$ cat config.mk
export PLATFORM = sky130hd
export DESIGN_NAME = mux_rr_sched
export DESIGN_NICKNAME = d
export VERILOG_FILES = /design/src/rtl/mux_sched_pkg.sv /design/src/rtl/mux_rr_pick.sv /design/src/rtl/mux_rr_sched.sv
export SDC_FILE = /design/constraint.sdc
export NUM_CORES = 1
export LEC_CHECK = 0
export CORE_UTILIZATION = 41
export CTS_BUF_LIST = sky130_fd_sc_hd__clkbuf_4
export DETAILED_ROUTE_END_ITERATION = 8
export PLACE_DENSITY_LB_ADDON = 0.25
export SLEW_MARGIN = 20
export SYNTH_ARGS = -nofsm -noshare
export SYNTH_HDL_FRONTEND = slang
export SYNTH_SLANG_ARGS = --single-unit
$ cat constraint.sdc
create_clock -name clk -period 4.5 [get_ports clk]
set_clock_uncertainty 0.1 [all_clocks]
set_input_delay 0.9 -clock clk [delete_from_list [all_inputs] [get_ports clk]]
set_output_delay 0.9 -clock clk [all_outputs]
set_load 0.01 [all_outputs]
$ cat src/rtl/mux_sched_pkg.sv
// ============================================================================
// Module  : mux_sched_pkg
// Brief   : Shared types and sizing helpers for the round-robin mux scheduler.
// Revision: 1.0 - initial release
// ============================================================================
`default_nettype none

package mux_sched_pkg;

    typedef enum logic [1:0] {
        ST_IDLE   = 2'd0,
        ST_SETTLE = 2'd1,
        ST_OWN    = 2'd2
    } state_t;

    function automatic int clog2(input int value);
        int r;
        r = 0;
        while ((1 << r) < value) r++;
        return r;
    endfunction

    // One counter serves both the settle countdown and the hold count-up.
    function automatic int cnt_width(input int settle, input int hold);
        int m;
        int w;
        m = (settle > hold) ? settle : hold;
        w = clog2(m + 1);
        return (w < 1) ? 1 : w;
    endfunction

endpackage

`default_nettype wire

$ cat src/rtl/mux_rr_pick.sv
// ============================================================================
// Module  : mux_rr_pick
// Brief   : Combinational rotating priority encoder (lowest index >= ptr, else wrap).
// Revision: 1.0 - initial release
// ============================================================================
`default_nettype none

module mux_rr_pick
    import mux_sched_pkg::*;
#(
    parameter int N     = 64,
    parameter int SEL_W = clog2(N)
) (
    input  logic [N-1:0]     i_req,
    input  logic [SEL_W-1:0] i_ptr,
    output logic [SEL_W-1:0] o_idx,
    output logic             o_any_valid
);

    logic             w_hi_found;
    logic [SEL_W-1:0] w_hi_idx;
    logic [SEL_W-1:0] w_lo_idx;

    // Scanning downward lets the lowest matching index win in each half.
    always_comb begin
        w_hi_found = 1'b0;
        w_hi_idx   = '0;
        w_lo_idx   = '0;
        for (int i = N - 1; i >= 0; i--) begin
            if (i_req[i]) begin
                if (SEL_W'(i) >= i_ptr) begin
                    w_hi_found = 1'b1;
                    w_hi_idx   = SEL_W'(i);
                end else begin
                    w_lo_idx   = SEL_W'(i);
                end
            end
        end
    end

    assign o_idx       = w_hi_found ? w_hi_idx : w_lo_idx;
    assign o_any_valid = |i_req;

endmodule

`default_nettype wire

$ cat src/rtl/mux_rr_sched.sv
// ============================================================================
// Module  : mux_rr_sched
// Brief   : Round-robin owner scheduler driving a mux tree SEL with settle time.
// Revision: 1.0 - initial release
// ============================================================================
`default_nettype none

module mux_rr_sched
    import mux_sched_pkg::*;
#(
    parameter int N          = 64,
    parameter int SEL_W      = clog2(N),
    parameter int SETTLE_CYC = 2,
    parameter int MAX_HOLD   = 16
) (
    input  logic             clk,
    input  logic             rst,
    input  logic [N-1:0]     req,
    input  logic             done,
    output logic [N-1:0]     gnt,
    output logic [SEL_W-1:0] sel,
    output logic             sel_vld,
    output logic             busy,
    output logic             timeout
);

    localparam int               CNT_W       = cnt_width(SETTLE_CYC, MAX_HOLD);
    localparam logic [CNT_W-1:0] c_settle    = CNT_W'(SETTLE_CYC);
    localparam logic [CNT_W-1:0] c_hold_last = CNT_W'((MAX_HOLD == 0) ? 0 : MAX_HOLD - 1);
    localparam logic [SEL_W-1:0] c_last_idx  = SEL_W'(N - 1);
    localparam logic [N-1:0]     c_one       = N'(1);

    state_t           r_state;
    logic [SEL_W-1:0] r_ptr;
    logic [SEL_W-1:0] r_sel;
    logic [CNT_W-1:0] r_cnt;
    logic [N-1:0]     r_gnt;
    logic             r_vld;
    logic             r_busy;
    logic             r_timeout;

    logic [SEL_W-1:0] w_idx;
    logic             w_any;
    logic             w_owner_req;
    logic             w_hold_hit;
    logic [SEL_W-1:0] w_next_ptr;

    mux_rr_pick #(
        .N     (N),
        .SEL_W (SEL_W)
    ) u_pick (
        .i_req       (req),
        .i_ptr       (r_ptr),
        .o_idx       (w_idx),
        .o_any_valid (w_any)
    );

    assign w_owner_req = req[r_sel];
    assign w_hold_hit  = (MAX_HOLD != 0) && (r_cnt == c_hold_last);
    assign w_next_ptr  = (r_sel == c_last_idx) ? '0 : r_sel + 1'b1;

    // SEL is only written on the IDLE->grant edge so the tree never sees a stray toggle.
    always_ff @(posedge clk) begin
        if (rst) begin
            r_state   <= ST_IDLE;
            r_ptr     <= '0;
            r_sel     <= '0;
            r_cnt     <= '0;
            r_gnt     <= '0;
            r_vld     <= 1'b0;
            r_busy    <= 1'b0;
            r_timeout <= 1'b0;
        end else begin
            r_timeout <= 1'b0;
            case (r_state)
                ST_IDLE: begin
                    if (w_any) begin
                        r_sel  <= w_idx;
                        r_gnt  <= c_one << w_idx;
                        r_busy <= 1'b1;
                        r_cnt  <= c_settle;
                        if (SETTLE_CYC == 0) begin
                            r_state <= ST_OWN;
                            r_vld   <= 1'b1;
                        end else begin
                            r_state <= ST_SETTLE;
                        end
                    end
                end
                ST_SETTLE: begin
                    if (!w_owner_req) begin
                        r_state <= ST_IDLE;
                        r_gnt   <= '0;
                        r_busy  <= 1'b0;
                        r_ptr   <= w_next_ptr;
                    end else if (r_cnt == CNT_W'(1)) begin
                        r_state <= ST_OWN;
                        r_vld   <= 1'b1;
                        r_cnt   <= '0;
                    end else begin
                        r_cnt   <= r_cnt - 1'b1;
                    end
                end
                ST_OWN: begin
                    if (done || !w_owner_req || w_hold_hit) begin
                        r_state   <= ST_IDLE;
                        r_gnt     <= '0;
                        r_vld     <= 1'b0;
                        r_busy    <= 1'b0;
                        r_ptr     <= w_next_ptr;
                        r_timeout <= !done && w_owner_req;
                    end else begin
                        r_cnt     <= r_cnt + 1'b1;
                    end
                end
                default: r_state <= ST_IDLE;
            endcase
        end
    end

    assign gnt     = r_gnt;
    assign sel     = r_sel;
    assign sel_vld = r_vld;
    assign busy    = r_busy;
    assign timeout = r_timeout;

endmodule

`default_nettype wire

=== Word-level counts from Yosys, hierarchy flattened ===
Cells that the tools add are included.
Widths: inputs -> output; s select.

* Bits in registers: 86
* Latch bits: 0
* RAM bits: 0
* Memory bits (read-only): 0
* Input port bits: 67
* Logic and storage cells: 519
* Memories kept: 0

* $add $sub $neg: 3
* Multipliers: 0
* Divide/modulo/power cells: 0
* $lt $le $gt $ge: 65
* Eq/ne operators: 12
* Shifts and indexed selects: 1
* Muxes and demuxes: 412
* Bitwise gates (word level): 2
* Reduce and logical (&&, ||, !) cells: 16

{| class="wikitable"
|+ Operator list
! kind !! count
|-
| $mux 6 || 260
|-
| $ge 6x6->1 const A || 32
|-
| $mux 64 || 3
|-
| $pmux 64 s3 || 1
|-
| $mux 1 || 134
|-
| $ge 5x6->1 const A || 16
|-
| $reduce_or 64->1 || 1
|-
| $shl 1x6->64 const A || 1
|-
| $ge 4x6->1 const A || 8
|-
| $ge 3x6->1 const A || 4
|-
| $mux 5 || 4
|-
| $pmux 5 s3 || 1
|-
| $ge 1x6->1 const A || 2
|-
| $ge 2x6->1 const A || 2
|-
| $pmux 6 s2 || 1
|-
| $reduce_and 4->1 || 3
|-
| $ne 2x2->1 const B || 5
|-
| $mux 2 || 4
|-
| $lt 6x7->1 const B || 1
|-
| $add 6x1->6 const B || 1
|-
| $bmux 1 s6 || 1
|-
| $eq 6x6->1 const B || 1
|-
| $pmux 2 s3 || 1
|-
| $reduce_and 3->1 || 2
|-
| other kinds (19) || 22
|}

=== Logic depth before layout (Yosys ltp) ===
* Depth in word-level cells: 133
* Depth in mapped cells: 15
* Depth with buffers taken out: 10

=== Hierarchy ===
Synthesis repeated with hierarchy kept, for this count alone.

* Cells, all modules: 1145
* Area, all modules: 8747.1 µm²

{| class="wikitable"
|+ Modules (own cells, without submodules)
! module !! times used !! cells each !! area an instance (µm²)
|-
| mux_rr_sched || 1 || 497 || 4596.9
|-
| mux_rr_pick || 1 || 648 || 4150.2
|}

=== Worst setup path after synthesis ===
OpenSTA, ideal clock, no wires.

* Path kind: in2reg
* Start: in req[16]
* End: reg r_gnt[54], in the netlist gnt[54]
* Arrival: 3.339 ns
* Setup slack: 0.945 ns
* Stages: 11
* Buffers on the path: 2
* Cells stage by stage: clkbuf_1 or2_2 a221o_1 a2111oi_4 nand4_4 xor2_1 o32a_2 nand2_2 and3_1 buf_4 a22o_1

* Longest elaborated chain between the ends: 37

{| class="wikitable"
|+ Ends and longest elaborated chain
! element !! RTL line !! RTL
|-
| from (decl) || mux_rr_sched.sv:18 || <nowiki>input logic [N-1:0] req,</nowiki>
|-
| $mux 6 or $mux 1 (tied branches) || mux_rr_pick.sv:30 || <nowiki>if (i_req[i]) begin</nowiki>
|-
| $mux 6 or $mux 1 (tied branches) || mux_rr_pick.sv:31 || <nowiki>if (SEL_W'(i) >= i_ptr) begin</nowiki>
|-
| $mux 6 or $mux 1 (tied branches) || mux_rr_pick.sv:30 ||
|-
| $mux 6 or $mux 1 (tied branches) || mux_rr_pick.sv:31 ||
|-
| $mux 6 or $mux 1 (tied branches) || mux_rr_pick.sv:30 ||
|-
| $mux 6 or $mux 1 (tied branches) || mux_rr_pick.sv:31 ||
|-
| $mux 6 or $mux 1 (tied branches) || mux_rr_pick.sv:30 ||
|-
| $mux 6 or $mux 1 (tied branches) || mux_rr_pick.sv:31 ||
|-
| [21 not listed] || -- ||
|-
| $mux 6 or $mux 1 (tied branches) || mux_rr_pick.sv:31 ||
|-
| $mux 6 or $mux 1 (tied branches) || mux_rr_pick.sv:30 ||
|-
| $mux 6 or $mux 1 (tied branches) || mux_rr_pick.sv:31 ||
|-
| $mux 6 or $mux 1 (tied branches) || mux_rr_pick.sv:30 ||
|-
| $mux 6 || mux_rr_pick.sv:41 || <nowiki>assign o_idx = w_hi_found ? w_hi_idx : w_lo_idx;</nowiki>
|-
| $shl 1x6->64 || mux_rr_sched.sv:79 || <nowiki>r_gnt <= c_one << w_idx;</nowiki>
|-
| $mux 64 || mux_rr_sched.sv:77 || <nowiki>if (w_any) begin</nowiki>
|-
| $pmux 64 s3 || mux_rr_sched.sv:75 || <nowiki>case (r_state)</nowiki>
|-
| to (signal assigned) || mux_rr_sched.sv:79 ||
|-
| to (decl) || mux_rr_sched.sv:37 || <nowiki>logic [N-1:0] r_gnt;</nowiki>
|}

Several ways; a longest one is shown, not always the timed one. The select of a mux whose other input is x is not followed.
A chain may end at the register's enable or synchronous reset.

=== Worst setup path in the final report ===
* Start: reg r_ptr[1]
* End: reg r_gnt[0], in the netlist gnt[0]

* Longest elaborated chain between the ends: 133

{| class="wikitable"
|+ Ends and longest elaborated chain
! element !! RTL line !! RTL
|-
| from (decl) || mux_rr_sched.sv:34 || <nowiki>logic [SEL_W-1:0] r_ptr;</nowiki>
|-
| from (signal assigned) || mux_rr_sched.sv:95 || <nowiki>r_ptr <= w_next_ptr;</nowiki>
|-
| from (signal assigned) || mux_rr_sched.sv:110 || <nowiki>r_ptr <= w_next_ptr;</nowiki>
|-
| $ge 6x6->1 || mux_rr_pick.sv:31 ||
|-
| $mux 6 or $mux 1 (tied branches) || mux_rr_pick.sv:31 ||
|-
| $mux 6 or $mux 1 (tied branches) || mux_rr_pick.sv:30 ||
|-
| $mux 6 or $mux 1 (tied branches) || mux_rr_pick.sv:31 ||
|-
| $mux 6 or $mux 1 (tied branches) || mux_rr_pick.sv:30 ||
|-
| $mux 6 or $mux 1 (tied branches) || mux_rr_pick.sv:31 ||
|-
| $mux 6 or $mux 1 (tied branches) || mux_rr_pick.sv:30 ||
|-
| $mux 6 or $mux 1 (tied branches) || mux_rr_pick.sv:31 ||
|-
| [117 not listed] || -- ||
|-
| $mux 6 or $mux 1 (tied branches) || mux_rr_pick.sv:31 ||
|-
| $mux 6 or $mux 1 (tied branches) || mux_rr_pick.sv:30 ||
|-
| $mux 6 or $mux 1 (tied branches) || mux_rr_pick.sv:31 ||
|-
| $mux 6 or $mux 1 (tied branches) || mux_rr_pick.sv:30 ||
|-
| $mux 6 (*) || mux_rr_pick.sv:41 ||
|-
| $shl 1x6->64 (*) || mux_rr_sched.sv:79 ||
|-
| $mux 64 (*) || mux_rr_sched.sv:77 ||
|-
| $pmux 64 s3 (*) || mux_rr_sched.sv:75 ||
|}

Mark *: on every way between the ends. The rest lies on a longest branch, timed or not. The select of a mux whose other input is x is not followed.

==> flow_summary.ini <==
[worst_hold_path]
min-delay-start = gnt[35]$_SDFFE_PP0P_
min_path_type = reg -> reg
min_path_cells = 2
worstHoldEndpoint = gnt[35]$_SDFFE_PP0P_

[detailed_routing]
wire_per_inst_um = 23.5
vias = 9641
drt_first_pass_iters = 6
wl_met1_mm = 14.0
wl_met2_mm = 15.0
totalWireLength_mm = 34.3
ant_nets = 0
vias_per_cell = 6.59
drt-initial-drc-count = 1272
top_layer_used = met4
wl_met3_mm = 3.41
drc = 0

[setup_path]
cp_max_fo = 29
r2r_slack_ns = 0.29
slowest_stage = dfxtp_2
cp_slowest_stage_delay_ns = 0.81
worstPathCellList = buf_4 > o21ai_0 > nand3_1 > nand4_1 > a2111oi_2 > nand4_4 > nor2_4 > a31oi_2 > and3_1 > and3_4 > a22o_1
critPathArrivalTime_ns = 4.45
r2r-end = gnt[0]$_SDFFE_PP0P_
critPathBufInv = 1
worstSetupStartpointType = flip-flop
required_ns = 4.75
end_kind = flip-flop
rr_worst_depth = 11
critPathTopFamily = simple AND/OR/NAND/NOR gates
crit_type = reg -> reg
worstReg2RegStart = r_ptr[1]$_SDFFE_PP0P_

[grt]
grt_pass1_wl_mm = 51.9
grt_max_degree = 41
antenna_found_initial = 1
grt_pass1_vias = 8832
overflow = 0
grt_usage_pct = 33.8

[flow_run]
drv_cap = 0

[clocking]
clockRootBuffer = clkbuf_4
cts_tree = done
cts_sinks = 86
cts_buffer_depth = 2
cts_htree_levels = 3
hold_buffers = 0
cts_buffers = 9
clock_latency_ns = 0.44
clk_pin_slew_ns = 0.14

[floorplan]
coreArea_um2 = 19500
start_util_pct = 41.7
io_pins = 140
die_w_um = 143
rows = 51
fp.dieH_um = 143
die-area_um2 = 20400

[power_and_ir_drop]
p_per_area_nw_per_um2 = 471
vdd_drop_max_uv = 166
p_leak_nw = 3.71

[synthesis]
synthMuxAreaShare_pct = 6.94
syn_area_um2 = 8130
syn_inst = 1031
ys.flop_type = dfxtp_1
synth-edff-count = 0
synth-simple-area-share_pct = 26.2
synth.yosys.seq_area_share_pct = 21.2
synth_compound_area_share_pct = 36.3
synth_top_family_by_area = compound AO/OA/AOI/OAI gates
yosysWarningCount = 0
synth_xor_area_share_pct = 0.539
synthArstFlopShare_pct = 0
yosysUniqueCellTypes = 106
avgSynthCellArea_um2 = 7.88
synth_seq_cells = 86
syn-num-nets = 1107
synthAdderAreaFrac_pct = 1.63

[timing]
relSlewSlack_pct = 32.9
fmax_mhz = 238
tightest_slew_ns = 1.01
period_needed_ns = 4.21
final-hold-violation-count = 0
setup_viol_count_final = 0
fin_tns_setup_ns = 0
period_share_pct = 93.5
slew_viol_final = 0
rsz0062_at_grt = false

[cells_and_area]
nets = 1268
area_growth_pct = 26.0
stdcell_area_um2 = 10200
layout_common_cells = clkdlybuf4s50_1, nand2_1, buf_4
stdcell_count = 1463
final_layout_size_suffix_gt1_share_pct = 16.5
final_common_cell = clkdlybuf4s50_1

[outcome]
outcome = complete, no violations

[placement]
dp_hpwl_mm = 27.2
port_buffers = 139
numPlacedInstances = 1446
postPlaceCellArea_um2 = 10100
globalplace.congestion = 1.06
==> worst max path at each step <==
stage                          start                   end  slack, ns  cells after the start
4_1_cts        r_ptr[4]$_SDFFE_PP0P_  gnt[10]$_SDFFE_PP0P_       0.38                     10
5_1_grt        r_ptr[1]$_SDFFE_PP0P_  gnt[20]$_SDFFE_PP0P_       0.06                     11
3_5_place_dp                 req[33]  gnt[34]$_SDFFE_PP0P_       0.10                      9
3_3_place_gp                 req[16]  gnt[54]$_SDFFE_PP0P_       0.14                     11
2_1_floorplan                req[16]  gnt[54]$_SDFFE_PP0P_       0.94                     11
6_report       r_ptr[1]$_SDFFE_PP0P_   gnt[0]$_SDFFE_PP0P_       0.29                     11
==> kinds of logic (layout without fill, tap and decap cells) <==
logic type	after synthesis	in the layout
XOR/XNOR	5	5
buffers and inverters	108	274
multiplexers	31	31
flip-flops	86	86
adder cells (fa/ha/maj)	11	11
AND/OR/NAND/NOR	387	387
AO/OA/AOI/OAI	403	403
other	0	1
==> tightest hold or removal path: stages (launching register included) <==
cell and delay (ns):
dfxtp_1 0.34, nand2_1 0.05, o21ai_1 0.05
==> state kept, by name, summed over array words and instances, names as in the netlist <==
signal   count
busy         1
gnt         64
r_cnt        5
r_ptr        6
r_state      2
sel          6
sel_vld      1
timeout      1
==> through the flow <==
step                      hold WS, ns  util, %  setup slack [ns]  total power, mW
after floorplan                 0.371        -             0.945             3.21
after global placement          0.339     51.8             0.144             4.26
after detailed placement        0.347     51.8             0.105             4.26
after CTS                       0.366     52.5             0.378             4.73
after global routing            0.381     52.6            0.0581             5.09
final                           0.365     52.6             0.294             4.82
==> what timing repair did <==
action	CTS	global route
buffers inserted	0	0
setup endpoints to repair	0	1
resized for setup	0	1
==> layout make-up <==
class	instances	area, um2
Fill cell	1900	9230
Sequential cell	86	1730
Tap cell	265	332
Multi-Input combinational cell	837	5830
Clock inverter	7	80.1
Inverter	35	131
Clock buffer	9	67.6
Timing Repair Buffer	223	2060
Antenna cell	1	2.50
==> power breakdown <==
| group | internal, mW | switching (mW) | total (mW) |
|---|---|---|---|
| registers | 0.851 | 0.291 | 1.14 |
| logic | 1.23 | 1.99 | 3.22 |
| clock network | 0.177 | 0.278 | 0.455 |
==> Yosys cell counts, types with 18 or more instances <==
| master | number | share of area [%] |
|---|---|---|
| o21ai_1 | 35 | 2.2 |
| dfxtp_1 | 86 | 21 |
| mux4_2 | 20 | 5.5 |
| a22o_1 | 41 | 4.4 |
| nand2b_1 | 18 | 1.4 |
| a21oi_1 | 62 | 3.8 |
| o211ai_1 | 22 | 2.0 |
| o21ai_0 | 71 | 4.4 |
| buf_2 | 26 | 1.6 |
| nand4_1 | 20 | 1.5 |
| inv_1 | 33 | 1.5 |
| nand2_1 | 96 | 4.4 |
| nor4_1 | 26 | 2.0 |
| nand3_1 | 39 | 2.4 |
| nor2_1 | 75 | 3.5 |
| clkbuf_1 | 23 | 1.1 |
==> layer usage <==
layer  global-route usage (%)  up-vias
met5                        0        -
met4                     18.0        0
met3                     5.50      114
met2                     53.3      651
met1                     44.2     4532
li1                         -     4344
No activity file was read; power rests on OpenSTA's default activity.
==> patch: new RTL, config.mk and constraints unchanged <==
`N` is set to 64 in 2 places; all go to 96.
--- a/src/rtl/mux_rr_pick.sv
+++ b/src/rtl/mux_rr_pick.sv
@@ -8,7 +8,7 @@
 module mux_rr_pick
     import mux_sched_pkg::*;
 #(
-    parameter int N     = 64,
+    parameter int N     = 96,
     parameter int SEL_W = clog2(N)
 ) (
     input  logic [N-1:0]     i_req,
--- a/src/rtl/mux_rr_sched.sv
+++ b/src/rtl/mux_rr_sched.sv
@@ -8,7 +8,7 @@
 module mux_rr_sched
     import mux_sched_pkg::*;
 #(
-    parameter int N          = 64,
+    parameter int N          = 96,
     parameter int SEL_W      = clog2(N),
     parameter int SETTLE_CYC = 2,
     parameter int MAX_HOLD   = 16
Ports: changed (resized gnt, req and sel); port bits go from 140 to 205. No check against the original RTL was run, so the function may have changed too.
==> patch against the original RTL <==
Global-route usage is 8.8 points higher; sequential cell count is 34 higher; setup slack got worse by 160 ps; non-clock buffer count is 353 higher; synthesized area increased by 56%; design area is 73% higher; routed wire length grew 100%; total power up 73%; critical path type unchanged; largest cell class unchanged.
==> patch: results (changes against the original RTL) <==
stage	metric	value	unit	change
placed_design	post-place-cells	2524		+75%
synthesis	ys_types	118		+11%
setup_path	cpMaxStageDelayCell	dfxtp_4		
final_layout	nMultiInputCombCells	1386		+66%
final_layout	n_antenna_cell	4		+3
setup_path	critPathTopFamily	compound AO/OA/AOI/OAI gates		
final_layout	clk_share	0.01646		+0.002035
synthesis	synth_xor_area_frac	0.004137		-0.001253
power_and_ir_drop	p_leak	6.702	nW	+81%
final_layout	largest_reg_flops	96		+50%
final_layout	clkbuf_count	17		+8
drt	drtIter0Drc	1891		+49%
drt	routed-wl-met2	29.75	mm	+98%
drt	viasPerCell	6.646		+0.86%
synthesis	synthAdderAreaFrac	0.01054		-0.005784
cts	worstSkewPairLatency	570	ps	+130 ps
setup_path	slowest_delay	630	ps	-180 ps
placed_design	placed_area	17370	sq um	+72%
final_layout	multi_input_area_share	0.5202		-0.04969
placed_design	gp_congestion	1.082		+2.3%
power_and_ir_drop	irDropWorstVdd	0.0003646	V	+120%
synthesis	synth-seq-area-share	0.1891		-0.02278
global_route	grt_max_degree	49		+20%
cts	post_cts_resized	3		+3
global_route	use_met3	0.09442		+0.03942
global_route	grt_use_met1	0.5374		+0.09546
power_and_ir_drop	p_sw_frac	0.5372		+0.005336
final_layout	drive_gt1_frac	0.2468		+0.08135
setup_path	crit_arrival	4740	ps	+290 ps
global_route	grt_util_all_layers	0.4262		+0.08830
sta	slew_headroom	0.4620		+0.1333
cts	cts_buffer_depth	2		unchanged
synthesis	synth.top_cells.by_count	184 x nand2_1, 148 x o21ai_0, 120 x dfxtp_1		
final_layout	design.seq.count	120		+40%
status	status	finished clean		
placed_design	dpl_worst_slack	-284.3	ps	-389.1 ps
synthesis	synth_compound_area_frac	0.3850		+0.02160
final_layout	nonClockInverterCount	46		+31%
global_route	met2_usage	0.6599		+0.1273
final_layout	non_clock_buffer_area_share	0.2878		+0.08659
global_route	first_global_vias	15764		+78%
cts	htree_levels	4		+1
drt	routedWlPerCell	26.82	um	+14%
drt	route.met3.wl	7.781	mm	+130%
die	dieArea	31690	sq um	+55%
drt	met1Wirelength	26.51	mm	+89%
global_route	grt_antenna_before_repair	2		+1
## patch: cell types whose count changed in the layout (fill, tap and decap cells not counted), moves of 32 or more
cell	unedited run	this run
a21oi_1	62	113
a22o_1	41	5
o31ai_1	9	52
buf_4	81	351
nor2_1	74	112
nand2_1	96	184
clkdlybuf4s50_1	139	204
o21ai_0	71	148
dfxtp_1	80	112
## patch: path summary, 6_finish.rpt
kind / start / endpoint / slack (ps) / depth (start not counted)
min reg2reg: gnt[11] / gnt[11] / 360 / 2
max reg2reg: r_ptr[4] / gnt[10] / 130 / 13
min: gnt[11] / gnt[11] / 360 / 2
max: r_ptr[4] / gnt[10] / 130 / 13
## patch: power by group through the flow
| stage | sequential, mW | combinational (mW) | clock [mW] |
|---|---|---|---|
| finish | 1.45 | 6.08 | 0.808 |
| global route | 1.45 | 6.31 | 0.867 |
| CTS | 1.43 | 5.87 | 0.824 |
| detailed placement | 1.45 | 5.84 | 0 |
| global placement | 1.44 | 5.84 | 0 |
| floorplan | 1.24 | 3.48 | 0 |
